File: config.mk
export PLATFORM = sky130hd
export DESIGN_NAME = wb_scoreboard
export DESIGN_NICKNAME = d
export VERILOG_FILES = /design/src/rtl/wb_scoreboard.sv
export SDC_FILE = /design/constraint.sdc
export NUM_CORES = 1
export LEC_CHECK = 0
export CAP_MARGIN = 20
export CORE_AREA = 4 4 143 214
export DETAILED_ROUTE_END_ITERATION = 12
export DIE_AREA = 0 0 147 218
export GPL_TIMING_DRIVEN = 1
export MAX_ROUTING_LAYER = met4
export PLACE_DENSITY_LB_ADDON = 0.12
export SLEW_MARGIN = 30
export SYNTH_ARGS = -nofsm -noshare
export SYNTH_HDL_FRONTEND = slang
export SYNTH_SLANG_ARGS = --single-unit
File: constraint.sdc
create_clock -name clk_i -period 3.85 [get_ports clk_i]
set_input_delay 0.77 -clock clk_i [delete_from_list [all_inputs] [get_ports clk_i]]
set_output_delay 0.77 -clock clk_i [all_outputs]
set_load 0.1 [all_outputs]
File: src/rtl/wb_scoreboard.sv
// wb_scoreboard: per-register count of in-flight rd writes for a non-forwarding RV32I pipeline.
// Latency: id_stall_o is combinational; pending_o/busy_o/err_o are registered and update one cycle after the event.
// Backpressure: id_stall_o holds decode on a source hazard, or when rd's counter is saturated; releases always apply.
//
// Ports
//   clk_i, rst_ni                      clock (rising edge), asynchronous active-low reset
//   id_valid_i, id_rd_wren_i,
//   id_rd_addr_i                       instruction in decode and its destination
//   id_rs1_used_i/addr_i,
//   id_rs2_used_i/addr_i               source operands read by the decoded instruction
//   id_stall_o                         hold IF/ID, bubble into ID/EX
//   kill_i, kill_rd_addr_i             squashed ID/EX instruction and its rd (0 = no write)
//   wb_wren_i, wb_rd_addr_i            register file write strobe and address
//   pending_o                          bit r set while x[r] has an outstanding write (bit 0 always 0)
//   busy_o                             any register pending
//   err_o                              sticky: a release arrived for a register with nothing in flight
//   stall_cnt_o                        saturating count of stalled cycles
//                                      (present only when WB_SCOREBOARD_STATS_EN is defined)
//
// Optional build macro: WB_SCOREBOARD_STATS_EN

module wb_scoreboard #(
    parameter int NUM_REGS = 32,
    parameter int ADDR_W   = 5,
    parameter int CNT_W    = 2
) (
    input  logic                clk_i,
    input  logic                rst_ni,
    input  logic                id_valid_i,
    input  logic                id_rd_wren_i,
    input  logic [ADDR_W-1:0]   id_rd_addr_i,
    input  logic                id_rs1_used_i,
    input  logic [ADDR_W-1:0]   id_rs1_addr_i,
    input  logic                id_rs2_used_i,
    input  logic [ADDR_W-1:0]   id_rs2_addr_i,
    output logic                id_stall_o,
    input  logic                kill_i,
    input  logic [ADDR_W-1:0]   kill_rd_addr_i,
    input  logic                wb_wren_i,
    input  logic [ADDR_W-1:0]   wb_rd_addr_i,
    output logic [NUM_REGS-1:0] pending_o,
    output logic                busy_o,
    output logic                err_o
`ifdef WB_SCOREBOARD_STATS_EN
    ,
    output logic [31:0]         stall_cnt_o
`endif
);

    // One extra bit so that add/subtract of the three events can be
    // compared without wrapping.
    localparam int SUM_W = CNT_W + 1;
    localparam logic [CNT_W-1:0] CNT_MAX = '1;

    logic [CNT_W-1:0]    r_cnt      [NUM_REGS];
    logic [CNT_W-1:0]    w_cnt_nxt  [NUM_REGS];
    logic                r_err;

    logic [NUM_REGS-1:0] w_wbd;
    logic [NUM_REGS-1:0] w_kd;
    logic [NUM_REGS-1:0] w_inc;
    logic [NUM_REGS-1:0] w_busy_eff;
    logic [NUM_REGS-1:0] w_uflow;

    logic                w_hz1;
    logic                w_hz2;
    logic                w_sat;
    logic                w_issue;

    // ------------------------------------------------------------------
    // Release events and effective busy.
    // A source whose remaining writes all retire (or are squashed) this
    // cycle is not busy: the register file writes through on the same
    // edge, and a squashed write will never arrive.
    // ------------------------------------------------------------------
    always_comb begin
        w_wbd      = '0;
        w_kd       = '0;
        w_busy_eff = '0;
        for (int r = 0; r < NUM_REGS; r++) begin
            w_wbd[r]      = wb_wren_i && (wb_rd_addr_i == ADDR_W'(r)) && (r != 0);
            w_kd[r]       = kill_i && (kill_rd_addr_i == ADDR_W'(r)) && (r != 0);
            w_busy_eff[r] = (r != 0) &&
                            ({1'b0, r_cnt[r]} > (SUM_W'(w_wbd[r]) + SUM_W'(w_kd[r])));
        end
    end

    // ------------------------------------------------------------------
    // Stall decision.
    // Saturation looks at the raw counter, not the released one: a write
    // retiring this cycle only frees the slot from the next cycle on.
    // ------------------------------------------------------------------
    always_comb begin
        w_hz1 = id_rs1_used_i && (id_rs1_addr_i != '0) && w_busy_eff[id_rs1_addr_i];
        w_hz2 = id_rs2_used_i && (id_rs2_addr_i != '0) && w_busy_eff[id_rs2_addr_i];
        w_sat = id_rd_wren_i && (id_rd_addr_i != '0) && (r_cnt[id_rd_addr_i] == CNT_MAX);
    end

    assign id_stall_o = id_valid_i && (w_hz1 || w_hz2 || w_sat);
    assign w_issue    = id_valid_i && id_rd_wren_i && !id_stall_o && (id_rd_addr_i != '0);

    // ------------------------------------------------------------------
    // Counter next state: count + inc - wbd - kd, clamped at zero.
    // Increment cannot overflow because a full counter stalls issue.
    // ------------------------------------------------------------------
    always_comb begin
        w_inc   = '0;
        w_uflow = '0;
        for (int r = 0; r < NUM_REGS; r++) begin
            w_inc[r]     = w_issue && (id_rd_addr_i == ADDR_W'(r)) && (r != 0);
            w_cnt_nxt[r] = '0;
            if (({1'b0, r_cnt[r]} + SUM_W'(w_inc[r])) <
                (SUM_W'(w_wbd[r]) + SUM_W'(w_kd[r]))) begin
                w_uflow[r] = 1'b1;
            end else begin
                w_cnt_nxt[r] = CNT_W'(({1'b0, r_cnt[r]} + SUM_W'(w_inc[r])) -
                                      (SUM_W'(w_wbd[r]) + SUM_W'(w_kd[r])));
            end
        end
    end

    always_ff @(posedge clk_i or negedge rst_ni) begin
        if (!rst_ni) begin
            for (int r = 0; r < NUM_REGS; r++) begin
                r_cnt[r] <= '0;
            end
            r_err <= 1'b0;
        end else begin
            for (int r = 0; r < NUM_REGS; r++) begin
                r_cnt[r] <= w_cnt_nxt[r];
            end
            if (|w_uflow) begin
                r_err <= 1'b1;
            end
        end
    end

    // ------------------------------------------------------------------
    // Status outputs, all from registered state.
    // ------------------------------------------------------------------
    always_comb begin
        pending_o = '0;
        for (int r = 0; r < NUM_REGS; r++) begin
            pending_o[r] = (r != 0) && (r_cnt[r] != '0);
        end
    end

    assign busy_o = |pending_o;
    assign err_o  = r_err;

`ifdef WB_SCOREBOARD_STATS_EN
    logic [31:0] r_stall_cnt;

    always_ff @(posedge clk_i or negedge rst_ni) begin
        if (!rst_ni) begin
            r_stall_cnt <= '0;
        end else if (id_stall_o && (r_stall_cnt != 32'hFFFF_FFFF)) begin
            r_stall_cnt <= r_stall_cnt + 32'd1;
        end
    end

    assign stall_cnt_o = r_stall_cnt;
`endif

endmodule

* After elaboration in Yosys (flattened, before gate mapping)
Index checks and enable logic that the tools add are counted.
** Cells by class
- $add $sub $neg :: 93
- $lt $le $gt $ge :: 65
- Eq/ne operators :: 94
- Multiplexer cells :: 69
- Bitwise operators :: 1
- Reduce and logical (&&, ||, !) cells :: 142
** Operator list (number)
- $eq 5x5->1 const B :: 48
- $eq 5x4->1 const B :: 24
- $logic_and 1x1->1 :: 103
- $add 2x1->3 :: 31
- $gt 2x3->1 :: 31
- $lt 3x2->1 :: 31
- $mux 2 :: 33
- $add 1x1->2 :: 31
- $reduce_bool 2->1 :: 31
- $reduce_or 31->1 :: 2
- $sub 2x2->2 :: 31
- $eq 5x3->1 const B :: 12
- $mux 1 :: 33
- $eq 5x2->1 const B :: 6
- $eq 5x1->1 const B :: 3
- $reduce_bool 5->1 :: 3
- $lt 5x6->1 const B :: 2
- $bmux 1 s5 :: 2
- $bmux 2 s5 :: 1
- $ge 6x6->1 const B :: 1
- $not 5->6 :: 1
- $eq 2x2->1 const B :: 1
- $logic_or 1x1->1 :: 2
- $logic_not 1->1 :: 1
** Word-level totals
- Register bits :: 63
- Input port bits :: 33
- Word-level logic and storage cells :: 496

* Logic depth before layout (Yosys ltp)
Gate-level depths: netlist of run 1.
- Word-level depth :: 18
- Depth in mapped cells :: 22

* Worst setup path before layout of run 1
No wires, ideal clock.
- Path kind :: input to register
- Start point :: input wb_rd_addr_i[2]
- End point :: register r_err, in the netlist err_o
- Setup time :: 127 ps
- Arrival :: 4649 ps
- Required time :: 3723 ps
- Setup slack :: -926 ps
- Stages on the path :: 21
- Buffers on the path :: 2
- Path through :: or2_2 -> clkbuf_1 -> nor2_1 -> ha_1 -> inv_1 -> ha_1 -> nor2b_1 -> a2bb2oi_1 -> mux4_2 -> o21ai_1 -> o21ai_0 -> a32o_1 -> buf_2 -> nor4_1 -> ha_1 -> fa_1 -> nor3b_1 -> nor2_1 -> nor4_1 -> nand4_1 -> or2_2
** Between the ends
- Longest elaborated chain between the ends :: 18
- Elaborated cells between the ends (all ways) :: 261
** RTL lines
- start, declared :: RTL line 40 : input logic [ADDR_W-1:0] wb_rd_addr_i,
- $eq 5x1->1 (tied with other cells) :: RTL line 81 : w_wbd[r] = wb_wren_i && (wb_rd_addr_i == ADDR_W'(r)) && (r != 0);
- $logic_and 1x1->1 :: RTL line 81
- $add 1x1->2 :: RTL line 84, 113
- $gt 2x3->1 :: RTL line 84 : ({1'b0, r_cnt[r]} > (SUM_W'(w_wbd[r]) + SUM_W'(w_kd[r])));
- $bmux 1 s5, on equally long branches :: RTL line 94, 95
- $mux 1, on equally long branches :: RTL line 94, 95
- $logic_and 1x1->1, on equally long branches :: RTL line 94, 95
- $logic_or 1x1->1 (2 in a row) :: RTL line 99 : assign id_stall_o = id_valid_i && (w_hz1 || w_hz2 || w_sat);
- $logic_and 1x1->1 :: RTL line 99
- $logic_not 1->1 :: RTL line 100 : assign w_issue = id_valid_i && id_rd_wren_i && !id_stall_o && (id_rd_addr_i != '0);
- $logic_and 1x1->1 (2 in a row) :: RTL line 100
- $logic_and 1x1->1 :: RTL line 110 : w_inc[r] = w_issue && (id_rd_addr_i == ADDR_W'(r)) && (r != 0);
- $add 2x1->3
- $lt 3x2->1 :: RTL line 112 : if (({1'b0, r_cnt[r]} + SUM_W'(w_inc[r])) <
- $mux 1 :: RTL line 112
- $reduce_or 31->1 (*) :: RTL line 132 : if (|w_uflow) begin
- end signal, assigned :: RTL line 127 : r_err <= 1'b0;
- end signal, assigned :: RTL line 133 : r_err <= 1'b1;
- end, declared :: RTL line 57 : logic r_err;
Every way passes the cells marked *; elsewhere a longest branch is shown, timed or not. The select of a mux whose other input is x is not followed.
A chain may end at the register's enable or synchronous reset.

* Worst setup path in the final report of run 1
- Start point :: input wb_rd_addr_i[3]
- End point :: register r_err, in the netlist err_o
Same word-level chain as after synthesis.

==> metrics.yaml, run 1 <==
status:
  status: "complete, but fails checks"
  violations: "negative setup slack"
drt:
  avgRoutedWirePerCell_um: 19.5
  route.antenna.remaining_nets: 0
  drt_iter0_drc: 442
  dr.pass1.iters: 5
  drt_wl_total_mm: 36.7
  viasPerCell: 4.90
  drc: 0
  vias: 9230
grt:
  grt_pass1_wl_mm: 55.3
  antenna_found_initial: 0
  first_global_vias: 9568
  grt_max_degree: 64
  track_usage_pct: 23.6
  grt.overflow.total: 0
final_layout:
  area_delta_synth_final_pct: 86.4
  diodes: 0
  fin_nets: 1739
  finalInstanceArea_mm2: 0.0159
  drive_gt1_share_pct: 57.1
timing:
  fin_crit_ns: 5.10
  fin_ws_ns: -1.25
  holdWs_ns: 0.409
  hold_viol_final: 0
  relSlewSlack_pct: 34.6
  tightest_slew_ns: 0.978
  skew_ns: 0.00627
  timing.final.crit_share_pct: 133
  max_freq_ghz: 0.196
  setup_viol: 64
  finalMaxSlewViolations: 0
  rsz0062_at_grt: "yes"
synthesis:
  yosysTopAreaCell: "ha_1"
  yosysUniqueCellTypes: 55
  ys_ff_latch: 63
  syn_area_mm2: 0.00853
  synth_top_area_share_pct: 27.3
  yosys.area_share.adder_pct: 34.5
  muxShareOfSynthArea_pct: 2.83
  synth_most_common_cell: "ha_1"
  synthTopCellsByCount: "ha_1 (186), nor2_1 (133), inv_1 (102)"
  synth_edf_count: 0
  ys_warn_count: 0
  syn-num-nets: 1243
  seq_area_frac_synth_pct: 18.5
  synth.avg_cell_area_um2: 8.59
  synth_top_family_by_area: "adder cells"
  synthXorXnorAreaFrac_pct: 3.18
  ys.flop_type: "dfrtp_1"
  synth-compound-area-share_pct: 9.31
  ys_async_sr_fraction_pct: 100
  netlist_top_cells_area: "ha_1 (27%), dfrtp_1 (18%), fa_1 (7.3%)"
  synth_cells: 993
  synthSimpleGateAreaFrac_pct: 25.2
flow_run:
  cap_viol_max_count: 0
die:
  die_area_mm2: 0.0320
  rows: 76
  die_y_um: 218
  fp.dieW_um: 147
  core_mm2: 0.0286
  ios: 68
  start_util_pct: 29.8
clocking:
  clk_pin_slew_worst_paths_ns: 0.06
  htreeDepth: 3
  cts_max_path_buffers: 2
  cts_hold_buf: 0
  root_buffer: "clkbuf_16"
  cts_buffers: 9
  cts_tree: "done"
  insertion_delay_ns: 0.37
  cts_sinks: 63
setup_path:
  slowest_delay_ns: 0.47
  worstSetupStartpointType: "input pin"
  crit_family: "simple AND/OR/NAND/NOR gates"
  crit_required_ns: 4.10
  r2r-start: "r_cnt[27]$_DFF_PN0_"
  r2r_end: "err_o$_DFFE_PN0P_"
  path_class: "input pin to flip-flop"
  cp_slowest_cell: "mux4_2"
  reg2reg_slack_ns: -0.45
  cp_num_buf_inv: 9
  cp-end-kind: "flip-flop"
  reg2regPathDepth: 21
  cp_max_fo: 6
  critPathArrivalTime_ns: 5.36
placement:
  post_dp_cell_area_mm2: 0.0127
  dp_hpwl_mm: 29.2
  place_congestion: 0.943
  io_buffers: 66
power_and_ir_drop:
  p_leak_nw: 7.46
  p_per_area_mw_per_mm2: 384
  peakVddDrop_mv: 0.499
worst_hold_path:
  hold_path.class: "input pin to async pin"
==> area by class of cell <==
cell class                      instances  area (um2)
Tap cell                              390         488
Multi-Input combinational cell        801        8670
Inverter                              102         385
Fill cell                            2546       12700
Sequential cell                        63        1580
Clock buffer                           15         278
Timing Repair Buffer                  512        4510
==> placed cells by master (no fill, tap or decap), drive strengths merged, types with 3 or more instances in the layout <==
cell type,synthesis,final
nor3b,12,12
nor3,6,6
nand3,12,12
buf,16,473
mux2,3,3
and2,33,33
a22oi,7,7
a2bb2oi,4,4
or4,9,9
nand2,71,71
a41oi,4,4
inv,102,102
clkbuf,12,15
mux4,7,7
a21oi,27,27
nand2b,8,8
o21ai,36,36
o211ai,18,18
fa,31,31
mux2i,5,5
nor2b,40,40
xnor2,31,31
and3,4,4
ha,186,186
or2,38,38
a221oi,3,3
o2111ai,6,6
nor4,40,40
dfrtp,63,63
clkdlybuf4s50,0,39
nor2,133,133
nand4,6,6
==> worst register-to-register path, delay by kind of cell, from the launching register on <==
kind,cells,cell delay [ns]
buf+inv,6,0.80
simple gates,6,1.17
mux,1,0.47
fa+ha+maj,3,0.56
compound gates,5,0.77
flops,1,0.43
==> per-stage QoR <==
step | total power [mW] | TNS [ns] | util (%) | instances | setup slack, ns
2_1_floorplan | 3.27 | -25.70 | - | 993 | -0.675
3_3_place_gp | 4.64 | -120.28 | 44.4 | 1792 | -2.63
3_5_place_dp | 4.65 | -116.60 | 44.4 | 1792 | -2.55
4_1_cts | 5.96 | -45.42 | 52.1 | 1848 | -1.08
5_1_grt | 6.47 | -56.72 | 55.6 | 1883 | -1.42
6_report | 6.11 | -48.99 | 55.6 | 1883 | -1.25
==> worst max path at each step <==
stage | from | end | slack (ns) | cells past startpoint
final | wb_rd_addr_i[3] | err_o$_DFFE_PN0P_ | -1.25 | 27
after global routing | kill_i | err_o$_DFFE_PN0P_ | -1.42 | 28
after CTS | kill_rd_addr_i[0] | err_o$_DFFE_PN0P_ | -1.08 | 26
after detailed placement | kill_rd_addr_i[2] | err_o$_DFFE_PN0P_ | -2.55 | 25
after global placement | kill_rd_addr_i[2] | err_o$_DFFE_PN0P_ | -2.63 | 25
after floorplan | wb_wren_i | err_o$_DFFE_PN0P_ | -0.67 | 19
==> sequential cells by signal, summed over array words and instances, names as in the netlist <==
signal  cells
r_cnt      62
err_o       1
==> what timing repair did <==
item                       in CTS  in global routing
pin swaps                     172                129
gates cloned                    2                  0
buffers inserted               52                 48
gates resized for setup       405                164
setup endpoints to repair      65                 65
==> routing by layer <==
layer	wire length [um]	share of wire [%]	GRT usage [%]
met1	14800	40	27.3
met2	18800	51	40.8
met3	1530	4.2	2.99
met4	1570	4.3	10.7
met5	0	0	-
==> where the power goes <==
part | leakage [nW] | internal [mW] | switching [mW]
Combinational | 6.50 | 1.61 | 2.73
Sequential | 0.821 | 0.824 | 0.106
Clock | 0.136 | 0.487 | 0.358
Total | 7.46 | 2.92 | 3.20
==> logic make-up (layout without fill, tap and decap cells) <==
kind of cell             count (synthesis)  after routing
AND/OR/NAND/NOR                        414            414
adder cells (fa/ha/maj)                217            217
buffers and inverters                  130            629
AO/OA/AOI/OAI                          122            123
flip-flops                              63             63
XOR/XNOR                                31             31
multiplexers                            15             15
other                                    1              1
Power figures use the tool's default switching activity.
==> inputs of run 2 (changes only) <==
--- a/config.mk
+++ b/config.mk
@@ -6,9 +6,9 @@
 export NUM_CORES = 1
 export LEC_CHECK = 0
 export CAP_MARGIN = 20
-export CORE_AREA = 4 4 143 214
+export CORE_AREA = 2 2 141 212
 export DETAILED_ROUTE_END_ITERATION = 12
-export DIE_AREA = 0 0 147 218
+export DIE_AREA = 0 0 143 214
 export GPL_TIMING_DRIVEN = 1
 export MAX_ROUTING_LAYER = met4
 export PLACE_DENSITY_LB_ADDON = 0.12
==> run 2 against run 1 <==
Net effect: the run still ends with negative setup slack left; global-route usage is 2.3 points higher; clock-buffer cell count is 1 lower; sequential cell count stayed put; total power is 2.0% higher; critical path type unchanged.
==> metrics.yaml, run 2 (same netlist as run 1, synthesis figures left out) <==
final_layout:
  fin_nets: 1732
  largest_reg_flops: 62
  final_cell_mix: "buf_4 (369), ha_1 (109), inv_1 (87)"
  layout_commonest_cell: "buf_4"
  diodes: 0
  regMostFlops: "r_cnt"
  drive_gt1_share_pct: 58.0
  layoutNonFillerInstCount: 1877
  area_delta_synth_final_pct: 87.9
die:
  fp.dieW_um: 143
  rows: 76
  ios: 68
  core_mm2: 0.0286
  die_y_um: 214
  die_area_mm2: 0.0306
  start_util_pct: 29.8
timing:
  rsz0062_at_grt: "yes"
  setup_viol: 64
  holdWs_ns: 0.411
  relSlewSlack_pct: 34.0
  fin_crit_ns: 4.92
  timing.final.crit_share_pct: 128
  hold_viol_final: 0
  finalMaxSlewViolations: 0
  setup_tns_ns: -43.84
  skew_ns: 0.00917
  fin_ws_ns: -1.07
  max_freq_ghz: 0.203
  tightest_slew_ns: 0.987
clocking:
  cts_tree: "done"
  cts_buffers: 9
  root_buffer: "clkbuf_16"
  clk_pin_slew_worst_paths_ns: 0.07
  htreeDepth: 3
  cts_sinks: 63
  cts_max_path_buffers: 2
  insertion_delay_ns: 0.38
  cts_hold_buf: 0
placement:
  place_ws_ns: -2.48
  place_congestion: 0.958
  placed_cells: 1816
  io_buffers: 66
  dp_hpwl_mm: 29.9
grt:
  grt_pass1_wl_mm: 56.9
  antenna_found_initial: 0
  grt.overflow.total: 0
  track_usage_pct: 25.9
  grt_max_degree: 44
  first_global_vias: 9769
power_and_ir_drop:
  p_leak_nw: 7.44
  peakVddDrop_mv: 0.534
  p_per_area_mw_per_mm2: 389
  total_power_mw: 6.24
drt:
  route.antenna.remaining_nets: 0
  met1_length_mm: 15.8
  vias: 9197
  wl_met2_mm: 19.5
  maxUsedRoutingLayer: "met4"
  route.met3.wl_mm: 1.13
  drt_wl_total_mm: 38.0
  avgRoutedWirePerCell_um: 20.3
  viasPerCell: 4.90
  drt_iter0_drc: 428
  dr.pass1.iters: 5
  drc: 0
setup_path:
  critPathArrivalTime_ns: 5.19
  reg2regPathDepth: 20
  path_class: "input pin to flip-flop"
  r2r-start: "r_cnt[51]$_DFF_PN0_"
  cp-end-kind: "flip-flop"
  crit_required_ns: 4.12
  worstSetupStartpointType: "input pin"
  reg2reg_slack_ns: -0.41
  r2r_end: "err_o$_DFFE_PN0P_"
  cp_max_fo: 5
status:
  violations: "negative setup slack"
  status: "complete, but fails checks"
worst_hold_path:
  hold_path.class: "input pin to async pin"
flow_run:
  cap_viol_max_count: 0
[run 2: cell types whose count changed in the layout (fill, tap and decap cells not counted), moves of 4 or more]
cell     delta
buf_6      -12
ha_2       +10
ha_1        -7
a21oi_2     -5
a21oi_4     +5
fa_1        -5
fa_2        +5
buf_4       +4
nand2_2     -4
[run 2: where the power goes]
part | internal (mW) | switching (mW) | leakage (nW)
clock network | 0.589 | 0.382 | 0.165
logic | 1.60 | 2.72 | 6.46
registers | 0.824 | 0.118 | 0.818
[run 2: area by class of cell]
cell class / instances / area [um2]
clock buffers: 14 / 294
multi-input cells: 800 / 8760
repair buffers: 506 / 4490
flip-flops and latches: 63 / 1580
clock inverters: 2 / 35.0
inverters: 102 / 388
fillers: 2571 / 12600
well taps: 390 / 488
[run 2: repair_timing]
action,in CTS,in global routing
pin swaps,212,140
setup endpoints to repair,65,65
setup buffers,51,28
cloned,6,0
gates resized for setup,424,163
[run 2: how the worst max path moves through the flow]
stage | from | to | slack, ns | cells after the start
2_1_floorplan | wb_wren_i | err_o$_DFFE_PN0P_ | -0.67 | 19
3_3_place_gp | wb_wren_i | err_o$_DFFE_PN0P_ | -2.42 | 28
3_5_place_dp | wb_wren_i | err_o$_DFFE_PN0P_ | -2.48 | 28
4_1_cts | wb_rd_addr_i[3] | err_o$_DFFE_PN0P_ | -1.03 | 22
5_1_grt | wb_rd_addr_i[4] | err_o$_DFFE_PN0P_ | -1.21 | 28
6_report | wb_rd_addr_i[2] | err_o$_DFFE_PN0P_ | -1.07 | 26
[run 2: routing by layer]
| metal | vias up | track usage [%] |
|---|---|---|
| met5 | - | - |
| met4 | 0 | 8.98 |
| met3 | 68 | 2.75 |
| met2 | 186 | 44.9 |
| met1 | 4546 | 30.8 |
| li1 | 4397 | - |
[run 2: critical path, stage by stage]
cell and delay (ns):
buf_8 0.11, or2_4 0.30, buf_6 0.15, nor2_4 0.14
ha_4 0.16, inv_4 0.04, ha_4 0.22, nor2b_4 0.13
a2bb2oi_2 0.13, mux4_2 0.47, nand2_2 0.09, nand2_2 0.06
a41o_4 0.31, buf_12 0.15, buf_12 0.13, buf_8 0.11
nor4_4 0.27, ha_2 0.21, inv_1 0.06, ha_4 0.17
nor2_4 0.12, a21oi_4 0.08, nor4_4 0.31, buf_4 0.16
nand4_1 0.09, or2_4 0.26
[run 2: per-stage QoR]
step / utilization [%] / instance area [um2]
final: 56.0 / 16000
after detailed placement: 45.0 / 12900
after floorplan: - / 8860
after global placement: 45.0 / 12900
after global routing: 56.0 / 16000
after CTS: 53.4 / 15300
==> inputs of run 3 (changes only) <==
==> constraint.sdc (replaced) <==
create_clock -name clk_i -period 5.9 [get_ports clk_i]
set_input_delay 1.18 -clock clk_i [delete_from_list [all_inputs] [get_ports clk_i]]
set_output_delay 1.18 -clock clk_i [all_outputs]
set_load 0.1 [all_outputs]
==> run 3 against run 2 <==
Net effect: the flow now finishes without violations; die area unchanged; register-to-register slack improved by 1.9 ns; clock skew up 0.0022 ns; design area decreased by 21%; first-iteration DRC count fell by 14%; clock-buffer cell count shrank 1; via count down 8.9%; setup slack improved by 1.3 ns; critical path depth up 1; critical path type unchanged.
==> metrics.yaml, run 3 (same netlist as run 1, synthesis figures left out) <==
timing:
  relSlewSlack_pct: 34.7
  finalMaxSlewViolations: 0
  setup_viol: 0
  fin_crit_ns: 5.67
  setup_tns_ns: 0
  timing.final.crit_share_pct: 96.1
  holdWs_ns: 0.711
  max_freq_ghz: 0.176
  skew_ns: 0.0113
  fin_ws_ns: 0.231
  hold_viol_final: 0
  tightest_slew_ns: 0.977
die:
  die_area_mm2: 0.0306
  start_util_pct: 29.8
  core_mm2: 0.0286
  rows: 76
  ios: 68
  fp.dieW_um: 143
  die_y_um: 214
grt:
  grt_pass1_wl_mm: 52.4
  grt.overflow.total: 0
  antenna_found_initial: 0
  grt_max_degree: 64
  first_global_vias: 8812
  track_usage_pct: 24.2
power_and_ir_drop:
  total_power_mw: 3.61
  p_leak_nw: 6.30
  p_per_area_mw_per_mm2: 284
  peakVddDrop_mv: 0.432
clocking:
  cts_tree: "done"
  cts_sinks: 63
  cts_hold_buf: 0
  htreeDepth: 3
  cts_buffers: 9
  insertion_delay_ns: 0.38
  clk_pin_slew_worst_paths_ns: 0.06
  cts_max_path_buffers: 2
  root_buffer: "clkbuf_16"
final_layout:
  final_cell_mix: "buf_4 (273), ha_1 (180), nor2_1 (119)"
  fin_nets: 1579
  finalInstanceArea_mm2: 0.0127
  drive_gt1_share_pct: 33.7
  layout_commonest_cell: "buf_4"
  final_util_pct: 44.3
  largest_reg_flops: 62
  regMostFlops: "r_cnt"
  area_delta_synth_final_pct: 48.7
  layoutNonFillerInstCount: 1724
  diodes: 0
placement:
  place_congestion: 0.956
  io_buffers: 66
  post_dp_cell_area_mm2: 0.0116
  placed_cells: 1696
  dp_hpwl_mm: 28.5
  place_ws_ns: -1.00
flow_run:
  cap_viol_max_count: 0
drt:
  avgRoutedWirePerCell_um: 20.1
  drc: 0
  dr.pass1.iters: 5
  drt_wl_total_mm: 34.7
  drt_iter0_drc: 366
  vias: 8381
  viasPerCell: 4.86
  route.antenna.remaining_nets: 0
setup_path:
  cp_max_fo: 7
  path_class: "input pin to flip-flop"
  crit_required_ns: 6.16
  critPathArrivalTime_ns: 5.93
  cp-end-kind: "flip-flop"
  worstSetupStartpointType: "input pin"
worst_hold_path:
  hold_path.class: "flip-flop to flip-flop"
status:
  status: "finished clean"
## run 3: cell count changes in the layout (fill, tap and decap cells not counted), sizes merged
| cell | change |
|---|---|
| bufinv | +1 |
| bufbuf | +1 |
| clkdlybuf4s50 | +14 |
| clkbuf | +7 |
| buf | -181 |
| clkdlybuf4s15 | +1 |
| dlygate4sd2 | +2 |
| a41o | +2 |
## run 3: per-layer routing
metal  share of wire, %  wire length [um]  global-route usage [%]
met1                 38             13400                    26.5
met2                 50             17500                    40.6
met3                3.5              1200                    3.31
met4                7.8              2700                    15.4
met5                  0                 0                       -
## run 3: area by class of cell
| cell class | instances | area, um2 |
|---|---|---|
| inverter | 102 | 383 |
| fill | 2837 | 15900 |
| multi-input combinational | 802 | 7010 |
| clock inverter | 3 | 65.1 |
| sequential | 63 | 1580 |
| clock buffer | 13 | 260 |
| tap | 390 | 488 |
| timing repair buffer | 351 | 2910 |
## run 3: report_power, final
part | total, mW | switching (mW) | internal [mW]
registers | 0.673 | 0.136 | 0.538
logic | 2.30 | 1.56 | 0.746
clock network | 0.631 | 0.238 | 0.393
total | 3.61 | 1.93 | 1.68
## run 3: path summary, 6_finish.rpt
kind                       cells past startpoint                  end                 from  slack (ns)
setup / recovery                              27    err_o$_DFFE_PN0P_    kill_rd_addr_i[3]        0.23
max in group asynchronous                      1  r_cnt[51]$_DFF_PN0_               rst_ni        4.56
hold reg to reg                                3    err_o$_DFFE_PN0P_    err_o$_DFFE_PN0P_        0.71
min in group asynchronous                      1  r_cnt[31]$_DFF_PN0_               rst_ni        0.82
setup reg to reg                              20    err_o$_DFFE_PN0P_  r_cnt[35]$_DFF_PN0_        1.45
hold / removal                                 3    err_o$_DFFE_PN0P_    err_o$_DFFE_PN0P_        0.71
## run 3: critical path, cell delays in order
cell and delay, ns:
clkdlybuf4s15_1 0.23, buf_4 0.18, nor2_4 0.10, nand3_4 0.11, nor2_1 0.12, ha_1 0.16
inv_1 0.06, ha_1 0.28, nor2b_1 0.13, a2bb2oi_1 0.16, mux4_2 0.53, o21ai_2 0.14
o21ai_1 0.08, a32o_2 0.27, buf_4 0.15, buf_12 0.14, buf_4 0.15, nor4_4 0.25
ha_2 0.20, inv_1 0.04, ha_1 0.19, nor3b_2 0.20, nor2_2 0.08, nor4_2 0.27
buf_4 0.15, nand4_1 0.13, or2_4 0.25
## run 3: repair_timing
| item | CTS | global route |
|---|---|---|
| pin swaps | 28 | 23 |
| setup endpoints to repair | 12 | 4 |
| resized for setup | 111 | 55 |
| buffers inserted | 5 | 3 |
| gates cloned | 5 | 0 |
